===== src/rtl/matrix_issue_scheduler_if.sv =====
// Handshake/bus bundle between decode, the matrix issue scheduler, MLS and GEMM.
// slave: the scheduler; master: decode plus the two matrix functional units.
interface matrix_issue_scheduler_if #(
    parameter int NUM_MREGS = 16,
    parameter int PERF_W    = 32
);
    localparam int RW = $clog2(NUM_MREGS);

    logic                 dec_valid;
    logic                 dec_ready;
    logic                 dec_is_gemm;
    logic [1:0]           dec_mem_type;
    logic [RW-1:0]        dec_rd;
    logic [RW-1:0]        dec_rs1;
    logic [RW-1:0]        dec_rs2;
    logic [RW-1:0]        dec_rs3;
    logic [4:0]           dec_stride;
    logic                 flush;
    logic                 mls_valid;
    logic                 mls_ready;
    logic                 mls_is_store;
    logic [RW-1:0]        mls_reg;
    logic [4:0]           mls_stride;
    logic                 mls_done;
    logic                 gemm_valid;
    logic                 gemm_ready;
    logic [RW-1:0]        gemm_rd;
    logic [RW-1:0]        gemm_rs1;
    logic [RW-1:0]        gemm_rs2;
    logic [RW-1:0]        gemm_rs3;
    logic                 gemm_done;
    logic [NUM_MREGS-1:0] sb_busy;
    logic                 idle;
    logic [PERF_W-1:0]    perf_issued;
    logic [PERF_W-1:0]    perf_stall;

    modport master (
        output dec_valid, dec_is_gemm, dec_mem_type, dec_rd, dec_rs1,
               dec_rs2, dec_rs3, dec_stride, flush,
               mls_ready, mls_done, gemm_ready, gemm_done,
        input  dec_ready, mls_valid, mls_is_store, mls_reg, mls_stride,
               gemm_valid, gemm_rd, gemm_rs1, gemm_rs2, gemm_rs3,
               sb_busy, idle, perf_issued, perf_stall
    );

    modport slave (
        input  dec_valid, dec_is_gemm, dec_mem_type, dec_rd, dec_rs1,
               dec_rs2, dec_rs3, dec_stride, flush,
               mls_ready, mls_done, gemm_ready, gemm_done,
        output dec_ready, mls_valid, mls_is_store, mls_reg, mls_stride,
               gemm_valid, gemm_rd, gemm_rs1, gemm_rs2, gemm_rs3,
               sb_busy, idle, perf_issued, perf_stall
    );
endinterface


===== src/rtl/matrix_issue_scheduler.sv =====
// In-order single-issue scheduler for matrix ops: one-entry op buffer,
// matrix-register scoreboard, RAW/WAW/WAR + structural checks, issue to MLS/GEMM.
// Ports: CLK, RST (sync, active-high), bus (slave modport: decode in,
// MLS/GEMM valid/ready/done, sb_busy, idle, perf_issued/perf_stall).
// Optional: define MATRIX_SCHED_PERF_EN for saturating issue/stall counters;
// otherwise perf outputs are tied to 0.
module matrix_issue_scheduler #(
    parameter int NUM_MREGS = 16,
    parameter int PERF_W    = 32
) (
    input logic                     CLK,
    input logic                     RST,
    matrix_issue_scheduler_if.slave bus
);
    localparam int RW = $clog2(NUM_MREGS);

    typedef enum logic {
        FU_FREE = 1'b0,
        FU_BUSY = 1'b1
    } fu_state_e;

    fu_state_e mls_st, mls_st_nx;
    fu_state_e gemm_st, gemm_st_nx;

    logic          buf_valid, buf_gemm, buf_store;
    logic [RW-1:0] buf_rd, buf_rs1, buf_rs2, buf_rs3;
    logic [4:0]    buf_stride;

    logic          mls_rec_store;
    logic [RW-1:0] mls_rec_reg;
    logic [RW-1:0] gemm_rec_rd, gemm_rec_rs1, gemm_rec_rs2, gemm_rec_rs3;

    logic [NUM_MREGS-1:0] sb, sb_set, sb_clr;

    logic raw, waw, war, fu_free, go;
    logic mls_hs, gemm_hs, issue_fire, accept, keep;
    logic mls_fin, gemm_fin;

    // Hazards are judged purely on registered state; the buffered op itself
    // is what the FU sees, so valid rises the cycle after accept or done.
    always_comb begin
        raw = 1'b0;
        waw = 1'b0;
        war = 1'b0;
        if (buf_gemm)
            raw = sb[buf_rs1] | sb[buf_rs2] | sb[buf_rs3];
        else if (buf_store)
            raw = sb[buf_rs1];
        if (!buf_store) begin
            waw = sb[buf_rd];
            war = (mls_st == FU_BUSY && mls_rec_store
                   && mls_rec_reg == buf_rd)
               || (gemm_st == FU_BUSY
                   && (gemm_rec_rs1 == buf_rd || gemm_rec_rs2 == buf_rd
                       || gemm_rec_rs3 == buf_rd));
        end
        fu_free = buf_gemm ? (gemm_st == FU_FREE) : (mls_st == FU_FREE);
    end

    assign go         = buf_valid && fu_free && !raw && !waw && !war;
    assign mls_hs     = bus.mls_valid && bus.mls_ready;
    assign gemm_hs    = bus.gemm_valid && bus.gemm_ready;
    assign issue_fire = mls_hs || gemm_hs;
    assign accept     = bus.dec_valid && bus.dec_ready;
    assign keep       = bus.dec_is_gemm || bus.dec_mem_type == 2'b01
                     || bus.dec_mem_type == 2'b10;
    assign mls_fin    = (mls_st == FU_BUSY) && bus.mls_done;
    assign gemm_fin   = (gemm_st == FU_BUSY) && bus.gemm_done;

    assign bus.dec_ready    = !buf_valid || issue_fire;
    assign bus.mls_valid    = go && !buf_gemm;
    assign bus.gemm_valid   = go && buf_gemm;
    assign bus.mls_is_store = buf_store;
    assign bus.mls_reg      = buf_store ? buf_rs1 : buf_rd;
    assign bus.mls_stride   = buf_stride;
    assign bus.gemm_rd      = buf_rd;
    assign bus.gemm_rs1     = buf_rs1;
    assign bus.gemm_rs2     = buf_rs2;
    assign bus.gemm_rs3     = buf_rs3;
    assign bus.sb_busy      = sb;
    assign bus.idle         = !buf_valid && mls_st == FU_FREE
                           && gemm_st == FU_FREE;

    // A done in the handshake cycle completes the op outright.
    always_comb begin
        mls_st_nx  = mls_st;
        gemm_st_nx = gemm_st;
        unique case (mls_st)
            FU_FREE: if (mls_hs && !bus.mls_done) mls_st_nx = FU_BUSY;
            FU_BUSY: if (bus.mls_done) mls_st_nx = FU_FREE;
        endcase
        unique case (gemm_st)
            FU_FREE: if (gemm_hs && !bus.gemm_done) gemm_st_nx = FU_BUSY;
            FU_BUSY: if (bus.gemm_done) gemm_st_nx = FU_FREE;
        endcase
    end

    // Set beats clear when both hit the same register.
    always_comb begin
        sb_set = '0;
        sb_clr = '0;
        if (mls_hs && !buf_store && !bus.mls_done) sb_set[buf_rd] = 1'b1;
        if (gemm_hs && !bus.gemm_done) sb_set[buf_rd] = 1'b1;
        if (mls_fin && !mls_rec_store) sb_clr[mls_rec_reg] = 1'b1;
        if (gemm_fin) sb_clr[gemm_rec_rd] = 1'b1;
    end

    always_ff @(posedge CLK) begin
        if (RST) begin
            mls_st  <= FU_FREE;
            gemm_st <= FU_FREE;
            sb      <= '0;
        end else begin
            mls_st  <= mls_st_nx;
            gemm_st <= gemm_st_nx;
            sb      <= (sb & ~sb_clr) | sb_set;
        end
    end

    always_ff @(posedge CLK) begin
        if (RST) begin
            buf_valid  <= 1'b0;
            buf_gemm   <= 1'b0;
            buf_store  <= 1'b0;
            buf_rd     <= '0;
            buf_rs1    <= '0;
            buf_rs2    <= '0;
            buf_rs3    <= '0;
            buf_stride <= '0;
        end else if (bus.flush) begin
            buf_valid <= 1'b0;
        end else if (accept) begin
            buf_valid  <= keep;
            buf_gemm   <= bus.dec_is_gemm;
            buf_store  <= !bus.dec_is_gemm && bus.dec_mem_type == 2'b10;
            buf_rd     <= bus.dec_rd;
            buf_rs1    <= bus.dec_rs1;
            buf_rs2    <= bus.dec_rs2;
            buf_rs3    <= bus.dec_rs3;
            buf_stride <= bus.dec_stride;
        end else if (issue_fire) begin
            buf_valid <= 1'b0;
        end
    end

    always_ff @(posedge CLK) begin
        if (RST) begin
            mls_rec_store <= 1'b0;
            mls_rec_reg   <= '0;
            gemm_rec_rd   <= '0;
            gemm_rec_rs1  <= '0;
            gemm_rec_rs2  <= '0;
            gemm_rec_rs3  <= '0;
        end else begin
            if (mls_hs) begin
                mls_rec_store <= buf_store;
                mls_rec_reg   <= buf_store ? buf_rs1 : buf_rd;
            end
            if (gemm_hs) begin
                gemm_rec_rd  <= buf_rd;
                gemm_rec_rs1 <= buf_rs1;
                gemm_rec_rs2 <= buf_rs2;
                gemm_rec_rs3 <= buf_rs3;
            end
        end
    end

`ifdef MATRIX_SCHED_PERF_EN
    logic [PERF_W-1:0] perf_iss_q, perf_stl_q;

    always_ff @(posedge CLK) begin
        if (RST) begin
            perf_iss_q <= '0;
            perf_stl_q <= '0;
        end else begin
            if (issue_fire && perf_iss_q != '1)
                perf_iss_q <= perf_iss_q + 1'b1;
            if (buf_valid && !issue_fire && perf_stl_q != '1)
                perf_stl_q <= perf_stl_q + 1'b1;
        end
    end

    assign bus.perf_issued = perf_iss_q;
    assign bus.perf_stall  = perf_stl_q;
`else
    assign bus.perf_issued = {PERF_W{1'b0}};
    assign bus.perf_stall  = {PERF_W{1'b0}};
`endif
endmodule

===== src/flat_wrapper.sv =====
// flat-port wrapper written by rule: the top's interface ports become plain ports
module matrix_issue_scheduler_flat 
#(
    parameter int NUM_MREGS = 16,
    parameter int PERF_W    = 32
)
  (CLK, RST, bus_dec_valid, bus_dec_is_gemm, bus_dec_mem_type, bus_dec_rd, bus_dec_rs1, bus_dec_rs2, bus_dec_rs3, bus_dec_stride, bus_flush, bus_mls_ready, bus_mls_done, bus_gemm_ready, bus_gemm_done, bus_dec_ready, bus_mls_valid, bus_mls_is_store, bus_mls_reg, bus_mls_stride, bus_gemm_valid, bus_gemm_rd, bus_gemm_rs1, bus_gemm_rs2, bus_gemm_rs3, bus_sb_busy, bus_idle, bus_perf_issued, bus_perf_stall);
  matrix_issue_scheduler_if #(.NUM_MREGS(NUM_MREGS), .PERF_W(PERF_W)) bus_i ();
  input logic CLK;
  input logic RST;
  input wire logic [$bits(bus_i.dec_valid)-1:0] bus_dec_valid;
  input wire logic [$bits(bus_i.dec_is_gemm)-1:0] bus_dec_is_gemm;
  input wire logic [$bits(bus_i.dec_mem_type)-1:0] bus_dec_mem_type;
  input wire logic [$bits(bus_i.dec_rd)-1:0] bus_dec_rd;
  input wire logic [$bits(bus_i.dec_rs1)-1:0] bus_dec_rs1;
  input wire logic [$bits(bus_i.dec_rs2)-1:0] bus_dec_rs2;
  input wire logic [$bits(bus_i.dec_rs3)-1:0] bus_dec_rs3;
  input wire logic [$bits(bus_i.dec_stride)-1:0] bus_dec_stride;
  input wire logic [$bits(bus_i.flush)-1:0] bus_flush;
  input wire logic [$bits(bus_i.mls_ready)-1:0] bus_mls_ready;
  input wire logic [$bits(bus_i.mls_done)-1:0] bus_mls_done;
  input wire logic [$bits(bus_i.gemm_ready)-1:0] bus_gemm_ready;
  input wire logic [$bits(bus_i.gemm_done)-1:0] bus_gemm_done;
  output wire logic [$bits(bus_i.dec_ready)-1:0] bus_dec_ready;
  output wire logic [$bits(bus_i.mls_valid)-1:0] bus_mls_valid;
  output wire logic [$bits(bus_i.mls_is_store)-1:0] bus_mls_is_store;
  output wire logic [$bits(bus_i.mls_reg)-1:0] bus_mls_reg;
  output wire logic [$bits(bus_i.mls_stride)-1:0] bus_mls_stride;
  output wire logic [$bits(bus_i.gemm_valid)-1:0] bus_gemm_valid;
  output wire logic [$bits(bus_i.gemm_rd)-1:0] bus_gemm_rd;
  output wire logic [$bits(bus_i.gemm_rs1)-1:0] bus_gemm_rs1;
  output wire logic [$bits(bus_i.gemm_rs2)-1:0] bus_gemm_rs2;
  output wire logic [$bits(bus_i.gemm_rs3)-1:0] bus_gemm_rs3;
  output wire logic [$bits(bus_i.sb_busy)-1:0] bus_sb_busy;
  output wire logic [$bits(bus_i.idle)-1:0] bus_idle;
  output wire logic [$bits(bus_i.perf_issued)-1:0] bus_perf_issued;
  output wire logic [$bits(bus_i.perf_stall)-1:0] bus_perf_stall;
  assign bus_i.dec_valid = bus_dec_valid;
  assign bus_i.dec_is_gemm = bus_dec_is_gemm;
  assign bus_i.dec_mem_type = bus_dec_mem_type;
  assign bus_i.dec_rd = bus_dec_rd;
  assign bus_i.dec_rs1 = bus_dec_rs1;
  assign bus_i.dec_rs2 = bus_dec_rs2;
  assign bus_i.dec_rs3 = bus_dec_rs3;
  assign bus_i.dec_stride = bus_dec_stride;
  assign bus_i.flush = bus_flush;
  assign bus_i.mls_ready = bus_mls_ready;
  assign bus_i.mls_done = bus_mls_done;
  assign bus_i.gemm_ready = bus_gemm_ready;
  assign bus_i.gemm_done = bus_gemm_done;
  assign bus_dec_ready = bus_i.dec_ready;
  assign bus_mls_valid = bus_i.mls_valid;
  assign bus_mls_is_store = bus_i.mls_is_store;
  assign bus_mls_reg = bus_i.mls_reg;
  assign bus_mls_stride = bus_i.mls_stride;
  assign bus_gemm_valid = bus_i.gemm_valid;
  assign bus_gemm_rd = bus_i.gemm_rd;
  assign bus_gemm_rs1 = bus_i.gemm_rs1;
  assign bus_gemm_rs2 = bus_i.gemm_rs2;
  assign bus_gemm_rs3 = bus_i.gemm_rs3;
  assign bus_sb_busy = bus_i.sb_busy;
  assign bus_idle = bus_i.idle;
  assign bus_perf_issued = bus_i.perf_issued;
  assign bus_perf_stall = bus_i.perf_stall;
  matrix_issue_scheduler #(.NUM_MREGS(NUM_MREGS), .PERF_W(PERF_W)) u_core (.CLK(CLK), .RST(RST), .bus(bus_i));
endmodule

===== config.mk =====
export PLATFORM = sky130hd
export DESIGN_NAME = matrix_issue_scheduler_flat
export DESIGN_NICKNAME = d
export VERILOG_FILES = /design/src/rtl/matrix_issue_scheduler_if.sv /design/src/rtl/matrix_issue_scheduler.sv /design/src/flat_wrapper.sv
export SDC_FILE = /design/constraint.sdc
export NUM_CORES = 1
export LEC_CHECK = 0
export ABC_AREA = 1
export CAP_MARGIN = 10
export CORE_UTILIZATION = 25
export DETAILED_ROUTE_END_ITERATION = 10
export HOLD_SLACK_MARGIN = 0.02
export PLACE_DENSITY = 0.55
export RECOVER_POWER = 100
export SLEW_MARGIN = 10
export SYNTH_ARGS = -nofsm -noshare
export SYNTH_HDL_FRONTEND = slang
export SYNTH_SLANG_ARGS = --single-unit
export TNS_END_PERCENT = 50

===== constraint.sdc =====
create_clock -name CLK -period 2.4 [get_ports CLK]
set_clock_uncertainty 0.2 [all_clocks]
set_input_delay 0.24 -clock CLK [delete_from_list [all_inputs] [get_ports CLK]]
set_output_delay 0.24 -clock CLK [all_outputs]
set_load 0.005 [all_outputs]

==> reports/metrics.cfg, run 1 <==
[outcome]
status=finished, final reports clean

[synthesis]
synth_ff_type=dfxtp_1
synth-seq-cells=63
yosysWarningCount=0
ys_types=34
syn_avg_cell_area_um2=6.55
synth.area.top_cells=dfxtp_1, nand2_1, buf_4
synth_top_area_cell=dfxtp_1
synth_commonest_cells=nand2_1, nor2_1, inv_1
synthDominantCellAreaShare=0.277
synth_edf_count=0
syn_area_mm2=0.00455
synth_most_common_cell=nand2_1
ys_seq_area_frac=0.277
syn_inst=694
async_reset_ff_frac=0

[timing]
rsz0062_at_grt=true
drv_slew=0
tns_ns=0
hold_ws_ns=0.281
hold_viol=0
max_freq_mhz=419
period_share=0.994
period_minus_slack_ns=2.39
setup_viol=0
setup_ws_ns=0.0132

[clocking]
cts_tree=yes
cts_buffers=9
htree_num_levels=3
clkTransAtPathRegs_ns=0.06
clock_latency_ns=0.34
cts_sinks=63
clockRootBuffer=clkbuf_16
cts_buffer_depth=2
cts_hold_buf=0

[critical_path]
max_stage_delay_ns=0.40
reg2reg_setup_slack_ns=0.02
critPathMaxFanout=4
worstPathRequired_ns=1.96
cp_cell_sequence=inv_1 -> nand2_1 -> nand3_1 -> nand3_1 -> nand3b_1 -> nand2_1 -> a21oi_4 -> buf_4 -> nand4_4 -> nand3_4 -> buf_6
timing.rr.start=u_core.bus.gemm_rd[0]
worstRegToRegCells=19
endpoint_kind=output pin
slowest_stage=dfxtp_1
crit_arrival_ns=1.95
startpoint_type=flip-flop
reg2reg_to=u_core.bus.sb_busy[9]
crit_start=u_core.bus.sb_busy[6]
critPathKind=reg -> out

[placed_design]
pre_cts_slack_ns=-0.0219
postPlaceCellArea_mm2=0.00570
hpwl_um=11400
dp_cells=1025
gp_congestion=0.895
io_buffers=77

[route]
highest_layer=met4
drtIter0Drc=407
drt-met1-wl_um=7070
ant_nets=0
totalWireLength_um=15400
viasPerCell=4.54
met2WireLength_um=6630
drc=0
route.met3.wl_um=1450
vias=4775
wl_per_cell_um=14.6
first_pass_iters=6

[layout]
final_util=0.355
design_area_mm2=0.00623
largest_reg_flops=16
instances_no_fill=1051
area_growth_pct=37.0
drive_above_1_share=0.166
antenna_cells=0
nets=853

[floorplan]
die_height_um=137
dieArea_mm2=0.0187
dieWidth_um=137
std_cell_rows=48
io-pin-count=142
core_mm2=0.0175
start_util=0.259

[power]
power_switching_mw=0.854
p_seq_frac=0.371
power_density_mw_per_mm2=486
power_leakage_nw=2.85
power.total_mw=3.03
p_sw_frac=0.282
p_int_mw=2.18
combPwrFrac=0.188
pwr-share-clk=0.440
vdd.ir_drop.worst_v=0.000360

[global_routing]
grt_pass1_vias=4393
grt_pass1_wl_um=23600
grt.total_usage=0.167
antenna_found_initial=0
overflow=0
grt_max_degree=46

[min_path]
hold-path-cell-count=2
hold_path_end=u_core.bus.mls_stride[2]
worstHoldPathType=reg -> reg
hp-start=u_core.bus.mls_stride[2]

[run]
drv_cap=0

## layout by cell type (no fill, tap or decap), types with 8 or more instances in the layout
cell type,n
nand3_2,10
dfxtp_1,55
nand3b_1,24
dlygate4sd3_1,22
buf_12,8
clkbuf_1,12
nand2_2,14
clkbuf_16,10
inv_1,65
nand2_1,125
nand3_1,43
nor2_1,75
nand4_1,17
clkdlybuf4s50_1,52
o211ai_1,21
conb_1,64
buf_4,43
o21ai_0,37
a21oi_1,51
xor2_1,8
## critical path, delay by kind of cell (launching register included)
kind | cells | cell delay [ns]
AND/OR/NAND/NOR | 7 | 0.61
flip-flops | 1 | 0.40
buffers and inverters | 3 | 0.37
AO/OA/AOI/OAI | 1 | 0.22
## layer usage
| layer | vias to the layer above | GRT usage |
|---|---|---|
| met5 | - | 0 |
| met4 | 0 | 0.0556 |
| met3 | 23 | 0.0559 |
| met2 | 217 | 0.254 |
| met1 | 2142 | 0.220 |
| li1 | 2393 | - |
## how the worst max path moves through the flow
stage,endpoint,depth (start not counted),slack [ns]
after floorplan,u_core.buf_gemm,16,0.30
after global placement,bus_dec_ready,9,-0.05
after detailed placement,bus_dec_ready,9,-0.02
after CTS,bus_mls_valid,10,-0.02
after global routing,u_core.bus.sb_busy[14],20,-0.15
final,bus_dec_ready,11,0.01
## power by group through the flow
stage	registers, mW	clock network, mW	logic [mW]
finish	1.12	1.33	0.571
CTS	1.13	1.37	0.558
global route	1.13	1.41	0.633
global placement	1.15	0	0.550
floorplan	1.13	0	0.383
detailed placement	1.15	0	0.548
## area by class of cell
| class | count | area [µm²] |
|---|---|---|
| clock inverters | 5 | 57.6 |
| multi-input cells | 522 | 2660 |
| flip-flops and latches | 63 | 1280 |
| well taps | 225 | 282 |
| repair buffers | 150 | 1430 |
| inverters | 75 | 290 |
| fillers | 1895 | 11300 |
| clock buffers | 11 | 243 |
## what timing repair did
item                                   4_1_cts  5_1_grt
cloned                                       1        1
pin swaps                                    5       22
endpoints found under the hold margin        0        0
setup endpoints to repair                    5       55
resized for setup                           21       48
buffers inserted                             2        6
## kinds of logic after synthesis
group	share of synthesized area
and+or+nand+nor	0.339
buffers and inverters	0.215
AOI/OAI and AO/OA	0.144
DFF	0.277
xor gates and xnor gates	0.0231
other	0.000825
Note: power is estimated with default switching activity, not from simulation.
==> inputs of run 2 (changes only) <==
--- a/config.mk
+++ b/config.mk
@@ -7,6 +7,7 @@
 export LEC_CHECK = 0
 export ABC_AREA = 1
 export CAP_MARGIN = 10
+export CORE_ASPECT_RATIO = 0.7
 export CORE_UTILIZATION = 25
 export DETAILED_ROUTE_END_ITERATION = 10
 export HOLD_SLACK_MARGIN = 0.02
==> run 2 against run 1 <==
The flow now finishes with violations (setup timing). Global-route usage fell by 0.38 points. Sequential power barely moved. Via count rose by 1.3%. Non-clock buffer count is 4 higher. Critical path type unchanged. Largest cell class unchanged.
==> reports/metrics.cfg, run 2 (synthesized netlist as in run 1, its figures left out) <==
[clocking]
cts_hold_buf=0
cts_tree=yes
cts_sinks=63
cts_buffer_depth=2
htree_num_levels=3
clkTransAtPathRegs_ns=0.06
cts_buffers=9
clock_latency_ns=0.34
clockRootBuffer=clkbuf_16

[critical_path]
slowest_stage=dfxtp_4
endpoint_kind=output pin
critPathTopFamily=simple AND/OR/NAND/NOR gates
critical_path_buf_inv_count=3
crit_arrival_ns=1.99
worstPathRequired_ns=1.96
critPathKind=reg -> out
max_stage_delay_ns=0.37
crit_cells=14
critPathMaxFanout=7
worstRegToRegCells=19
path_common_cell=buf_6
cp_cell_sequence=buf_6 -> nand2_4 -> nor2_1 -> a21oi_1 -> nand2_1 -> nand2_1 -> nand2_2 -> nor2_4 -> nand2_2 -> nand2_4 -> buf_6 -> nand4_4 -> nand3_4 -> buf_6
crit_start=u_core.bus.gemm_rd[0]
timing.rr.start=u_core.bus.gemm_rd[0]
startpoint_type=flip-flop

[timing]
drv_slew=0
hold_viol=0
rsz0062_at_grt=true
worstMarginPinSlew_ns=0.504
setup_viol=1
max_freq_mhz=411
hold_ws_ns=0.277
setup_ws_ns=-0.0350
period_share=1.01
slew_headroom=0.663
tns_ns=-0.0350
period_minus_slack_ns=2.43

[global_routing]
grt.total_usage=0.163
grt_pass1_wl_um=23400
overflow=0
antenna_found_initial=0
grt_max_degree=49
grt_pass1_vias=4130

[power]
vdd.ir_drop.worst_v=0.000268
power_density_mw_per_mm2=488
power_leakage_nw=2.76
power.total_mw=3.01

[route]
first_pass_iters=5
totalWireLength_um=15400
wl_per_cell_um=14.5
drtIter0Drc=485
viasPerCell=4.56
drc=0
vias=4835
ant_nets=0

[min_path]
hp-start=u_core.bus.mls_stride[2]
worstHoldPathType=reg -> reg
hold-path-cell-count=2

[placed_design]
pre_cts_slack_ns=-0.151
io_buffers=77
hpwl_um=11800
dp_cells=1038
gp_congestion=0.970
postPlaceCellArea_mm2=0.00577

[floorplan]
start_util=0.260
core_mm2=0.0175
dieWidth_um=163
die_height_um=115
io-pin-count=142
dieArea_mm2=0.0187
std_cell_rows=40

[layout]
largest_reg_flops=16
nets=857
area_growth_pct=35.6
design_area_mm2=0.00617
mostFrequentLayoutCells=nand2_1, nor2_1, inv_1
instances_no_fill=1060
final_util=0.353
drive_above_1_share=0.140
final_common_cell=nand2_1
antenna_cells=0

[run]
drv_cap=0

[outcome]
status=complete, but fails checks
violations=setup timing

==> run 2: cell type report <==
class                           instances  area, µm²
Fill cell                            1934      11300
Timing Repair Buffer                  154       1420
Clock inverter                          3       45.0
Inverter                               75        287
Clock buffer                           12        236
Multi-Input combinational cell        522       2620
Sequential cell                        63       1270
Tap cell                              231        289
==> run 2: final timing paths <==
path                                    to  slack, ns
hold / removal    u_core.bus.mls_stride[2]       0.28
hold reg to reg   u_core.bus.mls_stride[2]       0.28
setup / recovery             bus_dec_ready      -0.03
setup reg to reg    u_core.bus.sb_busy[12]       0.01
==> run 2: repair_timing <==
action	CTS	global route
cloned	0	0
pin swaps	6	11
buffers inserted	5	2
gates resized for setup	33	27
setup endpoints to repair	54	58
==> run 2: worst reg2reg max path, stage by stage, from the launching register on <==
cell	delay, ns
dfxtp_4	0.37
buf_6	0.15
nand2_4	0.07
nor2_1	0.04
a21oi_1	0.10
nand2_1	0.06
nand2_1	0.07
nand2_2	0.08
nor2_4	0.13
nand2_2	0.07
nand2_4	0.09
buf_6	0.11
nand4_4	0.09
buf_6	0.17
nor2_4	0.12
buf_12	0.16
nand2_1	0.08
nand3_2	0.08
nand2_1	0.05
inv_1	0.05
==> run 2: report_power, final <==
group | total [mW] | leakage [nW] | switching, mW | internal (mW)
clock | 1.30 | 0.129 | 0.501 | 0.799
sequential | 1.13 | 0.515 | 0.0456 | 1.08
combinational | 0.581 | 2.12 | 0.315 | 0.265
total | 3.01 | 2.76 | 0.862 | 2.15
==> run 2: layer usage <==
layer | vias up | global-route usage | part of all wire
li1 | 2397 | - | -
met1 | 2202 | 0.252 | 0.50
met2 | 226 | 0.225 | 0.40
met3 | 10 | 0.0404 | 0.094
met4 | 0 | 0.0262 | 0.0047
met5 | - | 0 | 0
